$ cat src/rtl/board_store.sv
// board_store
//   Double-buffered Game-of-Life cell memory.
//   - The engine reads the current bank with one-cycle latency.
//   - The engine writes into the next bank.
//   - The banks swap once a full generation has been written.
//   - The display has its own read port on the current bank.
//   - The user edit port writes into the current bank.
//   - On reset, or on a start rising edge, a clear sweep zeroes both banks.
//
// Ports
//   clk, rst          clock, asynchronous active-high reset
//   start             new-game level; a rising edge restarts the clear sweep
//   evo_read_pos      engine read address -> evo_status (1-cycle latency)
//   evo_wden/_write_pos/_live   engine write into the next bank
//   disp_read_pos     display read address -> disp_status (1-cycle latency)
//   edit_wden/_pos/_val         user edit into the current bank
//   busy              clear sweep in progress
//   gen_done          one-cycle pulse on bank swap
//   bank_sel          index of the current bank
//   gen_count         generations completed since the last clear (wraps)
//
// State table
//   S_CLEAR | sweeping clr_addr 0..CELLS-1, zeroing both banks; reads return 0
//   S_RUN   | normal operation: reads, engine writes, edits, bank swaps
module board_store #(
  parameter int P_PARAM_M = 5,
  parameter int P_PARAM_N = 5,
  parameter int WIDTH     = 12
) (
  input  logic               clk,
  input  logic               rst,
  input  logic               start,
  input  logic [2*WIDTH-1:0] evo_read_pos,
  output logic               evo_status,
  input  logic               evo_wden,
  input  logic [2*WIDTH-1:0] evo_write_pos,
  input  logic               evo_live,
  input  logic [2*WIDTH-1:0] disp_read_pos,
  output logic               disp_status,
  input  logic               edit_wden,
  input  logic [2*WIDTH-1:0] edit_pos,
  input  logic               edit_val,
  output logic               busy,
  output logic               gen_done,
  output logic               bank_sel,
  output logic [15:0]        gen_count
);

  localparam int CELLS = P_PARAM_M * P_PARAM_N;
  localparam int CW    = $clog2(CELLS + 1);
  localparam int AW    = (CELLS > 1) ? $clog2(CELLS) : 1;

  localparam logic [2*WIDTH-1:0] C_CELLS_POS = (2*WIDTH)'(CELLS);
  localparam logic [CW-1:0]      C_CELLS_CNT = CW'(CELLS);
  localparam logic [CW-1:0]      C_LAST      = CW'(CELLS - 1);

  typedef enum logic {S_CLEAR, S_RUN} state_t;

  state_t            r_state, w_state_nxt;
  logic              r_prev_start;
  logic [CELLS-1:0]  r_bank0, r_bank1;
  logic [CW-1:0]     r_clr_addr, r_wr_count;
  logic              r_bank_sel, r_gen_done;
  logic              r_evo_status, r_disp_status;
  logic [15:0]       r_gen_count;

  logic              w_start_edge, w_run, w_gen_full, w_swap, w_cur_sel;
  logic              w_evo_we, w_edit_we, w_evo_rd_ok, w_disp_rd_ok;
  logic [CELLS-1:0]  w_cur_bank;
  logic [AW-1:0]     w_clr_idx, w_evo_widx, w_edit_idx, w_evo_ridx, w_disp_ridx;

  assign w_start_edge = start & ~r_prev_start;
  assign w_run        = (r_state == S_RUN) & ~w_start_edge;
  assign w_gen_full   = (r_wr_count == C_CELLS_CNT);
  assign w_swap       = w_run & w_gen_full;

  // The swap cycle is the cycle after the last write of a generation.
  // In that cycle the swapped bank is already the current one for reads
  // and edits, even though bank_sel only flips on the following edge.
  assign w_cur_sel  = r_bank_sel ^ w_gen_full;
  assign w_cur_bank = w_cur_sel ? r_bank1 : r_bank0;

  assign w_evo_we     = w_run & evo_wden  & (evo_write_pos < C_CELLS_POS);
  assign w_edit_we    = w_run & edit_wden & (edit_pos      < C_CELLS_POS);
  assign w_evo_rd_ok  = evo_read_pos  < C_CELLS_POS;
  assign w_disp_rd_ok = disp_read_pos < C_CELLS_POS;

  assign w_clr_idx   = r_clr_addr[AW-1:0];
  assign w_evo_widx  = evo_write_pos[AW-1:0];
  assign w_edit_idx  = edit_pos[AW-1:0];
  assign w_evo_ridx  = evo_read_pos[AW-1:0];
  assign w_disp_ridx = disp_read_pos[AW-1:0];

  always_ff @(posedge clk or posedge rst) begin
    if (rst) r_state <= S_CLEAR;
    else     r_state <= w_state_nxt;
  end

  always_comb begin
    w_state_nxt = r_state;
    if (w_start_edge)
      w_state_nxt = S_CLEAR;
    else if ((r_state == S_CLEAR) && (r_clr_addr == C_LAST))
      w_state_nxt = S_RUN;
  end

  always_ff @(posedge clk or posedge rst) begin
    if (rst) begin
      r_prev_start  <= 1'b0;
      r_clr_addr    <= '0;
      r_wr_count    <= '0;
      r_bank_sel    <= 1'b0;
      r_gen_count   <= '0;
      r_gen_done    <= 1'b0;
      r_evo_status  <= 1'b0;
      r_disp_status <= 1'b0;
    end else begin
      r_prev_start  <= start;
      r_gen_done    <= w_swap;
      // Read-first: the registered read samples the bank before this
      // edge's edit lands.
      r_evo_status  <= w_run & w_evo_rd_ok  & w_cur_bank[w_evo_ridx];
      r_disp_status <= w_run & w_disp_rd_ok & w_cur_bank[w_disp_ridx];
      if (w_start_edge) begin
        r_clr_addr  <= '0;
        r_wr_count  <= '0;
        r_bank_sel  <= 1'b0;
        r_gen_count <= '0;
      end else if (r_state == S_CLEAR) begin
        r_clr_addr <= (r_clr_addr == C_LAST) ? '0 : r_clr_addr + CW'(1);
      end else if (w_swap) begin
        r_bank_sel  <= ~r_bank_sel;
        r_gen_count <= r_gen_count + 16'd1;
        // A write landing in the swap cycle already counts for the next
        // generation.
        r_wr_count  <= w_evo_we ? CW'(1) : '0;
      end else if (w_evo_we) begin
        r_wr_count <= r_wr_count + CW'(1);
      end
    end
  end

  // Cell storage is deliberately not reset; the clear sweep zeroes it.
  always_ff @(posedge clk) begin
    if ((r_state == S_CLEAR) && !w_start_edge) begin
      r_bank0[w_clr_idx] <= 1'b0;
      r_bank1[w_clr_idx] <= 1'b0;
    end
    if (w_evo_we) begin
      if (w_cur_sel) r_bank0[w_evo_widx] <= evo_live;
      else           r_bank1[w_evo_widx] <= evo_live;
    end
    if (w_edit_we) begin
      if (w_cur_sel) r_bank1[w_edit_idx] <= edit_val;
      else           r_bank0[w_edit_idx] <= edit_val;
    end
  end

  assign busy        = (r_state == S_CLEAR);
  assign gen_done    = r_gen_done;
  assign bank_sel    = r_bank_sel;
  assign gen_count   = r_gen_count;
  assign evo_status  = r_evo_status;
  assign disp_status = r_disp_status;

endmodule

$ cat config.mk
export PLATFORM = sky130hd
export DESIGN_NAME = board_store
export DESIGN_NICKNAME = d
export VERILOG_FILES = /design/src/rtl/board_store.sv
export SDC_FILE = /design/constraint.sdc
export NUM_CORES = 1
export LEC_CHECK = 0
export ABC_AREA = 1
export CAP_MARGIN = 20
export CELL_PAD_IN_SITES_DETAIL_PLACEMENT = 1
export CELL_PAD_IN_SITES_GLOBAL_PLACEMENT = 2
export CORE_MARGIN = 2
export CORE_UTILIZATION = 30
export DETAILED_ROUTE_END_ITERATION = 8
export HOLD_SLACK_MARGIN = 0.1
export MAX_ROUTING_LAYER = met4
export PLACE_DENSITY_LB_ADDON = 0.1
export SYNTH_ARGS = -nofsm -noshare
export SYNTH_HDL_FRONTEND = slang
export SYNTH_SLANG_ARGS = --single-unit
$ cat constraint.sdc
create_clock -name clk -period 2.9 [get_ports clk]
set_input_delay 0.29 -clock clk [delete_from_list [all_inputs] [get_ports clk]]
set_output_delay 0.29 -clock clk [all_outputs]
set_load 0.05 [all_outputs]
==> results.py, run 1 <==
metrics = {
    "status": {
        "outcome": "finished, final reports clean",
    },
    "cells_and_area": {
        "final_layout_size_suffix_gt1_share_pct": 6.058,
        "multi_input_area_um2": 3571,
        "antenna_cells": 0,
        "layout.nets": 1211,
        "register_area_um2": 1802,
        "nFillCells": 2694,
        "post-route-cell-area_um2": 7951,
        "area_delta_synth_final_pct": 30.71,
    },
    "worst_hold_path": {
        "hp-class": "input port to asynchronous set/reset pin",
    },
    "synthesis": {
        "ys_seq_area_share_pct": 29.62,
        "synth_ff_type": "dfxtp_1",
        "synth_area_leaders": "dfxtp_1 (16%), dfrtp_1 (13%), nand3_1 (13%), nand2_1 (11%), nor2_1 (9.5%)",
        "yosys_warnings": 0,
        "synth_cell_types": 43,
        "synthesis.nets": 1088,
        "yosysTopAreaCell": "dfxtp_1",
        "synth_top_area_share_pct": 16.45,
        "syn_area_um2": 6083,
        "synth_edf_count": 0,
        "async_flop_share_pct": 39.02,
        "synthesis.area_per_instance_um2": 6.220,
        "netlist_instances": 978,
        "synth-seq-cells": 82,
    },
    "cts": {
        "cts_root_buf": "clkbuf_16",
        "htreeDepth": 3,
        "cts_num_sinks": 82,
        "clk_pin_slew_ns": 0.07,
        "clkLatencyLatePin_ns": 0.36,
        "hold_buffers": 0,
        "cts_resized": 0,
        "cts-buffers-inserted": 9,
        "post-cts-setup-buffers": 0,
        "cts_buffer_depth": 2,
        "cts_tree": "done",
    },
    "critical_path": {
        "crit_path_cell_trace": "inv_1 -> ha_1 -> nand2_1 -> inv_2 -> nand2_4 -> nand2_2 -> nand2_4 -> o21ai_0 -> nor2_1 -> nor2_1 -> nand2_1 -> nand3_1 -> nand2_1 -> a21oi_1",
        "reg2reg_from": "r_wr_count[1]",
        "r2r_setup_slack_ns": 0.43,
        "cpMaxStageDelayCell": "o21ai_0",
        "required_ns": 3.18,
        "worstSetupStartpoint": "r_wr_count[1]",
        "reg2reg_depth": 14,
        "crit_family": "simple AND/OR/NAND/NOR gates",
        "end_kind": "register",
        "critPathLaunchType": "register",
        "worst-path-buf-inv": 2,
        "crit_arrival_ns": 2.75,
        "crit_path_max_fanout": 31,
        "critPathMaxStageDelay_ns": 0.59,
        "timing.rr.end": "evo_status",
        "path_class": "register to register",
        "crit_top_cell": "nand2_1",
    },
    "drt": {
        "dr.pass1.iters": 4,
        "routed_via_density": 5.045,
        "dr_total_vias": 6942,
        "first_iter_violations": 387,
        "wl_per_cell_um": 17.77,
        "drt-total-wl_mm": 24.45,
        "final_antenna_net_count": 0,
        "post-route-drc-count": 0,
    },
    "floorplanning": {
        "die_h_um": 146.4,
        "start_util_pct": 30.36,
        "rows": 52,
        "io-pin-count": 124,
        "design.die.area_um2": 21430,
        "fp.dieW_um": 146.4,
        "core_um2": 20040,
    },
    "pwr": {
        "power_density_nw_per_um2": 443.3,
        "ir_worst_vdd_mv": 0.2589,
        "p_leak_nw": 3.338,
    },
    "timing": {
        "slew_headroom_pct": 59.62,
        "fmax_mhz": 404.6,
        "setup_viol": 0,
        "rsz0062_at_grt": "no",
        "setup_tns_ns": 0,
        "period_share_pct": 85.23,
        "final_max_slew_viol_count": 0,
        "worstMarginPinSlew_ns": 0.5994,
        "fin_crit_ns": 2.472,
        "finalClockSkew_ns": 0.01393,
        "finalHoldViolCount": 0,
    },
    "global_route": {
        "track_usage_pct": 23.87,
        "grt_pass1_vias": 7007,
        "grt_remaining_overflow": 0,
        "antenna_found_initial": 0,
        "grt_pass1_wl_mm": 39.12,
        "grt_max_degree": 49,
    },
    "place": {
        "dp_hpwl_mm": 18.65,
        "io_buffer_count": 123,
        "dpl_cell_area_um2": 7674,
        "gp_congestion": 0.8219,
    },
    "run": {
        "cap_violations": 0,
    },
}
registers in the layout (all words and copies together), names as in the netlist:
register and count:
disp_status 1, evo_status 1, r_wr_count 5, r_clr_addr 5, gen_done 1, r_bank1 25
r_prev_start 1, r_state 1, bank_sel 1, r_bank0 25, gen_count 16
through the flow:
stage / worst slack (ns) / instances / utilization, % / hold WS, ns / power [mW]
finish: 0.4283 / 1376 / 39.68 / 0.1081 / 3.525
global route: 0.2167 / 1376 / 39.68 / 0.1171 / 3.748
CTS: 0.4613 / 1376 / 39.68 / 0.1044 / 3.545
global placement: 0.2446 / 1360 / 38.29 / 0.4706 / 2.384
floorplan: 0.9211 / 978 / - / 0.3214 / 1.956
detailed placement: 0.2016 / 1360 / 38.29 / 0.4693 / 2.397
worst reg2reg max path, cell delays in order (launching register included):
cell and delay (ns):
dfrtp_1 0.42, inv_1 0.07, ha_1 0.15, nand2_1 0.08, inv_2 0.11, nand2_4 0.08, nand2_2 0.10, nand2_4 0.24
o21ai_0 0.61, nor2_1 0.09, nor2_1 0.12, nand2_1 0.06, nand3_1 0.08, nand2_1 0.05, a21oi_1 0.13
Yosys cell counts, types with 2 or more instances:
library cell  count
a21oi_1          16
buf_1             4
buf_2            10
buf_4             7
buf_6             3
clkbuf_1         10
clkinv_1          2
dfrtp_1          32
dfxtp_1          50
ha_1              7
inv_1           131
inv_2             6
nand2_1         184
nand2_2           4
nand2_4           3
nand3_1         152
nand3_2           3
nand3b_1          9
nand4_1           8
nor2_1          154
nor2_2            3
nor2_4            2
nor3_1            8
nor3_4            2
nor4_1           17
o211ai_1         48
o21a_1            2
o21ai_0          51
o21ai_1          30
o22ai_1           2
o31ai_1           3
or2_2             3
xor2_1            2
worst max-delay path by stage:
stage | to | cells past startpoint
2_1_floorplan | gen_count[14] | 9
3_3_place_gp | r_bank1[22] | 14
3_5_place_dp | r_bank1[22] | 14
4_1_cts | evo_status | 14
5_1_grt | disp_status | 14
6_report | evo_status | 14
cell families after synthesis:
family	Yosys count	synth area share, %
and+or+nand+nor	556	41.36
buffers and inverters	173	11.68
AOI/OAI and AO/OA	156	15.28
DFF	82	29.62
adders and majority gates	7	1.440
xor gates and xnor gates	3	0.4320
muxes	1	0.1851
report_power, final:
part           switching, mW  internal, mW
sequential            0.0624          1.27
clock                  0.559         0.590
combinational          0.644         0.404
total                   1.26          2.26
layout by cell type, fill, tap and decap left out, drive strengths merged, types with 23 or more instances in the layout:
| cell type | Yosys | layout |
|---|---|---|
| nand2 | 191 | 191 |
| nor2 | 160 | 160 |
| nand3 | 155 | 155 |
| inv | 137 | 139 |
| clkdlybuf4s50 | 0 | 123 |
| o21ai | 81 | 81 |
| dfxtp | 50 | 50 |
| o211ai | 48 | 48 |
| dfrtp | 32 | 32 |
| buf | 24 | 23 |
metal layers:
layer / GRT usage, % / vias to the layer above / share of wire, %
met3: 3.813 / 17 / 4.0
met1: 33.65 / 3297 / 50
met4: 4.806 / 0 / 1.0
met2: 36.34 / 156 / 45
met5: - / - / 0
li1: - / 3472 / -
final cells by class:
cell class | count | share of cell area, %
Clock inverter | 7 | 0.6609
Clock buffer | 9 | 2.832
Timing Repair Buffer | 146 | 18.13
Tap cell | 270 | 4.249
Multi-Input combinational cell | 723 | 44.91
Inverter | 139 | 6.562
Sequential cell | 82 | 22.66
(Power assumes the default switching activity.)
==> inputs of run 2 (changes only) <==
CELL_PAD_IN_SITES_DETAIL_PLACEMENT = 0   (was 1)
==> run 2 against run 1 <==
Cell count stayed put. Non-clock buffer count unchanged. Hold slack worse by 0.0015 ns. Sequential cell count did not move. Final area increased by 0.31%. Power rose by 2.0%. First-iteration DRC count up 28%. Wire length is 5.3% lower. Sequential power barely moved. Fmax up 3.0%. Via count decreased by 1.9%. Sequential share of layout area down 0.071 points. Largest power group unchanged.
==> results.py, run 2 (same netlist as run 1, synthesis figures left out) <==
metrics = {
    "cells_and_area": {
        "layout.nets": 1211,
        "final_layout_size_suffix_gt1_share_pct": 6.058,
        "antenna_cells": 0,
        "layout_common_cells": "nand2_1 (184), nor2_1 (154), nand3_1 (152)",
        "final_common_cell": "nand2_1",
        "area_delta_synth_final_pct": 31.12,
        "post-route-cell-area_um2": 7976,
    },
    "cts": {
        "htreeDepth": 3,
        "cts_buffer_depth": 2,
        "cts-buffers-inserted": 9,
        "hold_buffers": 0,
        "cts_resized": 0,
        "cts_num_sinks": 82,
        "post-cts-setup-buffers": 0,
        "clkLatencyLatePin_ns": 0.35,
        "cts_tree": "done",
        "clk_pin_slew_ns": 0.07,
        "cts_root_buf": "clkbuf_16",
    },
    "global_route": {
        "grt_max_degree": 49,
        "grt_pass1_vias": 6455,
        "track_usage_pct": 22.45,
        "grt_pass1_wl_mm": 36.44,
        "grt_remaining_overflow": 0,
        "antenna_found_initial": 0,
    },
    "drt": {
        "dr_total_vias": 6811,
        "routed_via_density": 4.950,
        "first_iter_violations": 496,
        "post-route-drc-count": 0,
        "dr.pass1.iters": 5,
        "wl_per_cell_um": 16.82,
        "final_antenna_net_count": 0,
        "drt-total-wl_mm": 23.14,
    },
    "critical_path": {
        "crit_family": "simple AND/OR/NAND/NOR gates",
        "worst-path-buf-inv": 2,
        "cpMaxStageDelayCell": "o21ai_0",
        "reg2reg_from": "r_wr_count[1]",
        "critPathLaunchType": "register",
        "crit_arrival_ns": 2.67,
        "crit_path_max_fanout": 31,
        "crit_path_cell_trace": "inv_1 -> ha_1 -> nand2_1 -> inv_2 -> nand2_4 -> nand2_2 -> nand2_4 -> o21ai_0 -> nor2_1 -> nor2_1 -> nand2_1 -> nand3_1 -> nand2_1 -> a21oi_1",
        "critPathMaxStageDelay_ns": 0.54,
        "timing.rr.end": "evo_status",
        "r2r_setup_slack_ns": 0.50,
        "worst-path-stages": 14,
        "required_ns": 3.17,
        "crit_top_cell": "nand2_1",
        "end_kind": "register",
        "path_class": "register to register",
        "reg2reg_depth": 14,
    },
    "timing": {
        "holdWs_ns": 0.1066,
        "setup_tns_ns": 0,
        "worstMarginPinSlew_ns": 0.5806,
        "rsz0062_at_grt": "no",
        "fin_crit_ns": 2.399,
        "slew_headroom_pct": 61.29,
        "period_share_pct": 82.73,
        "fin_ws_ns": 0.5009,
        "final_max_slew_viol_count": 0,
        "setup_viol": 0,
        "finalHoldViolCount": 0,
        "fmax_mhz": 416.8,
        "finalClockSkew_ns": 0.01025,
    },
    "pwr": {
        "p_leak_nw": 3.349,
        "power_density_nw_per_um2": 450.8,
        "finalPower_mw": 3.595,
        "ir_worst_vdd_mv": 0.2737,
    },
    "floorplanning": {
        "fp.dieW_um": 146.4,
        "design.die.area_um2": 21430,
        "rows": 52,
        "io-pin-count": 124,
        "start_util_pct": 30.36,
        "die_h_um": 146.4,
        "core_um2": 20040,
    },
    "place": {
        "dp_hpwl_mm": 17.43,
        "dpl_cell_area_um2": 7674,
        "io_buffer_count": 123,
        "place_ws_ns": 0.2438,
        "gp_congestion": 0.8219,
    },
    "run": {
        "cap_violations": 0,
    },
    "status": {
        "outcome": "finished, final reports clean",
    },
    "worst_hold_path": {
        "hp-class": "input port to asynchronous set/reset pin",
    },
}
-- run 2: worst max path at each step --
stage / startpoint / slack (ns) / endpoint
final: r_wr_count[1] / 0.50 / evo_status
after global routing: r_wr_count[1] / 0.30 / disp_status
after CTS: r_wr_count[1] / 0.53 / evo_status
after detailed placement: start / 0.24 / r_bank1[22]
after global placement: start / 0.24 / r_bank1[22]
after floorplan: gen_count[0] / 0.92 / gen_count[14]
-- run 2: cell type report --
| cell class | instances | area [um2] |
|---|---|---|
| Fill cell | 2263 | 12060 |
| Multi-Input combinational cell | 723 | 3571 |
| Sequential cell | 82 | 1802 |
| Timing Repair Buffer | 146 | 1441 |
| Inverter | 139 | 521.8 |
| Tap cell | 270 | 337.8 |
| Clock buffer | 9 | 225.2 |
| Clock inverter | 7 | 77.57 |
-- run 2: routing by layer --
metal  GRT usage, %  part of all wire (%)  up-vias
li1               -                     -     3479
met1          31.27                    50     3094
met2          34.08                    43      216
met3          3.531                   5.6       22
met4          5.728                   1.4        0
met5              -                     0        -
-- run 2: metrics by stage --
stage,std cells,util [%]
3_5_place_dp,1360,38.29
2_1_floorplan,978,-
3_3_place_gp,1360,38.29
4_1_cts,1376,39.80
5_1_grt,1376,39.80
6_report,1376,39.80
-- run 2: power breakdown --
part,switching (mW),leakage (nW),internal (mW),total (mW)
clock network,0.557,0.152,0.678,1.24
registers,0.0582,0.844,1.27,1.32
logic,0.632,2.35,0.404,1.04
total,1.25,3.35,2.35,3.60
==> inputs of run 3 (changes only) <==
CORE_UTILIZATION = 27   (was 30)
clock period = 2.3 ns   (was 2.9 ns; I/O delays follow)
==> run 3 against run 2 <==
Sequential cell count unchanged. Power rose by 28%. Cell count grew 2.1%. Wire length increased by 3.3%. Clock skew grew 0.0042 ns. First-iteration DRC count is 7.3% higher. Via count increased by 1.8%. Combinational power up 37%. Largest power group unchanged.
==> results.py, run 3 (same netlist as run 1, synthesis figures left out) <==
metrics = {
    "drt": {
        "first_iter_violations": 532,
        "dr_total_vias": 6934,
        "dr.pass1.iters": 4,
        "wl_per_cell_um": 17.01,
        "post-route-drc-count": 0,
        "final_antenna_net_count": 0,
        "drt-total-wl_mm": 23.90,
        "routed_via_density": 4.935,
    },
    "timing": {
        "rsz0062_at_grt": "no",
        "period_share_pct": 92.47,
        "worstMarginPinSlew_ns": 0.5004,
        "slew_headroom_pct": 66.54,
        "setup_tns_ns": 0,
        "fin_crit_ns": 2.127,
        "fmax_mhz": 470.2,
        "final_max_slew_viol_count": 0,
        "finalHoldViolCount": 0,
        "finalClockSkew_ns": 0.01442,
        "setup_viol": 0,
    },
    "critical_path": {
        "critPathLaunchType": "register",
        "crit_family": "simple AND/OR/NAND/NOR gates",
        "critPathMaxStageDelay_ns": 0.39,
        "end_kind": "register",
        "timing.rr.end": "disp_status",
        "crit_top_cell": "nand2_1",
        "worst-path-stages": 15,
        "crit_arrival_ns": 2.40,
        "reg2reg_depth": 15,
        "cpMaxStageDelayCell": "dfrtp_1",
        "r2r_setup_slack_ns": 0.17,
        "reg2reg_from": "r_wr_count[0]",
        "crit_path_cell_trace": "ha_1 -> nand2_1 -> inv_2 -> nand2_4 -> nand2_2 -> nand2_8 -> buf_12 -> nand2_1 -> o21ai_0 -> nor2_1 -> nor2_1 -> nand2_1 -> nand3_1 -> nand2_1 -> a21oi_1",
        "crit_path_max_fanout": 22,
        "path_class": "register to register",
        "required_ns": 2.58,
        "worst-path-buf-inv": 2,
    },
    "floorplanning": {
        "core_um2": 21960,
        "start_util_pct": 27.70,
        "die_h_um": 154.1,
        "io-pin-count": 124,
        "design.die.area_um2": 23750,
        "fp.dieW_um": 154.1,
        "rows": 54,
    },
    "worst_hold_path": {
        "hp-class": "input port to register",
        "hp-start": "start",
        "holdPathStages": 1,
        "hold_end": "r_prev_start",
    },
    "global_route": {
        "grt_max_degree": 49,
        "grt_remaining_overflow": 0,
        "grt_pass1_wl_mm": 37.69,
        "antenna_found_initial": 0,
        "grt_pass1_vias": 6729,
        "track_usage_pct": 21.02,
    },
    "cts": {
        "cts_tree": "done",
        "post-cts-setup-buffers": 0,
        "cts_root_buf": "clkbuf_16",
        "clk_pin_slew_ns": 0.08,
        "cts-buffers-inserted": 9,
        "htreeDepth": 3,
        "clkLatencyLatePin_ns": 0.36,
        "cts_num_sinks": 82,
        "cts_buffer_depth": 2,
    },
    "pwr": {
        "ir_worst_vdd_mv": 0.2934,
        "power_density_nw_per_um2": 560.8,
        "p_leak_nw": 3.453,
    },
    "place": {
        "gp_congestion": 0.8201,
        "io_buffer_count": 123,
        "dp_hpwl_mm": 17.90,
    },
    "cells_and_area": {
        "final_util_pct": 37.34,
        "layout.nets": 1230,
        "layout_common_cells": "nand2_1 (184), nor2_1 (154), nand3_1 (152)",
        "final_common_cell": "nand2_1",
        "antenna_cells": 0,
        "final_layout_size_suffix_gt1_share_pct": 7.556,
        "area_delta_synth_final_pct": 34.80,
    },
    "status": {
        "outcome": "finished, final reports clean",
    },
    "run": {
        "cap_violations": 0,
    },
}
==> run 3: cell count changes in the layout (fill, tap and decap cells not counted), moves of 2 or more <==
cell	delta
clkinv_4	-2
clkinvlp_4	+3
clkinv_2	-2
buf_12	+5
inv_8	+2
buf_4	+13
==> run 3: power by group <==
| group | switching [mW] | internal [mW] |
|---|---|---|
| registers | 0.0667 | 1.60 |
| logic | 0.850 | 0.565 |
| clock network | 0.754 | 0.766 |
==> run 3: stage by stage <==
stage / setup slack, ns / hold WS, ns / total power [mW] / cells / instance area, um2
after floorplan: 0.3211 / 0.2614 / 2.466 / 978 / 6083
after global placement: 0.01922 / 0.4152 / 3.120 / 1388 / 7884
after detailed placement: 0.05129 / 0.4154 / 3.104 / 1388 / 7884
after CTS: 0.07838 / 0.3526 / 4.644 / 1405 / 8192
after global routing: 0.01852 / 0.3672 / 4.879 / 1405 / 8200
final: 0.1732 / 0.3608 / 4.599 / 1405 / 8200
==> run 3: layout make-up <==
| type | count | area [um2] |
|---|---|---|
| fillers | 2433 | 13760 |
| inverters | 139 | 521.8 |
| clock buffers | 9 | 225.2 |
| clock inverters | 7 | 72.57 |
| repair buffers | 165 | 1649 |
| multi-input cells | 723 | 3580 |
| flip-flops and latches | 82 | 1802 |
| well taps | 280 | 350.3 |
==> run 3: worst max path at each step <==
stage	from	end	slack, ns
after floorplan	gen_count[0]	gen_count[14]	0.32
after global placement	edit_pos[8]	r_bank0[24]	0.02
after detailed placement	edit_pos[12]	r_bank0[24]	0.05
after CTS	r_wr_count[0]	disp_status	0.08
after global routing	r_wr_count[1]	disp_status	0.02
final	r_wr_count[0]	disp_status	0.17
==> run 3: what timing repair did <==
item	in CTS	in global routing
endpoints found under the hold margin	2	0
hold buffers	1	0
resized for setup	0	2
endpoints found under the setup margin	0	2
==> run 3: metal layers <==
layer  track usage, %  vias up  wire (um)
met3            2.734       19       1184
met2            32.14      190      10360
met1            29.44     3192      12040
met4            5.073        0        318
met5                -        -          0
li1                 -     3533          -
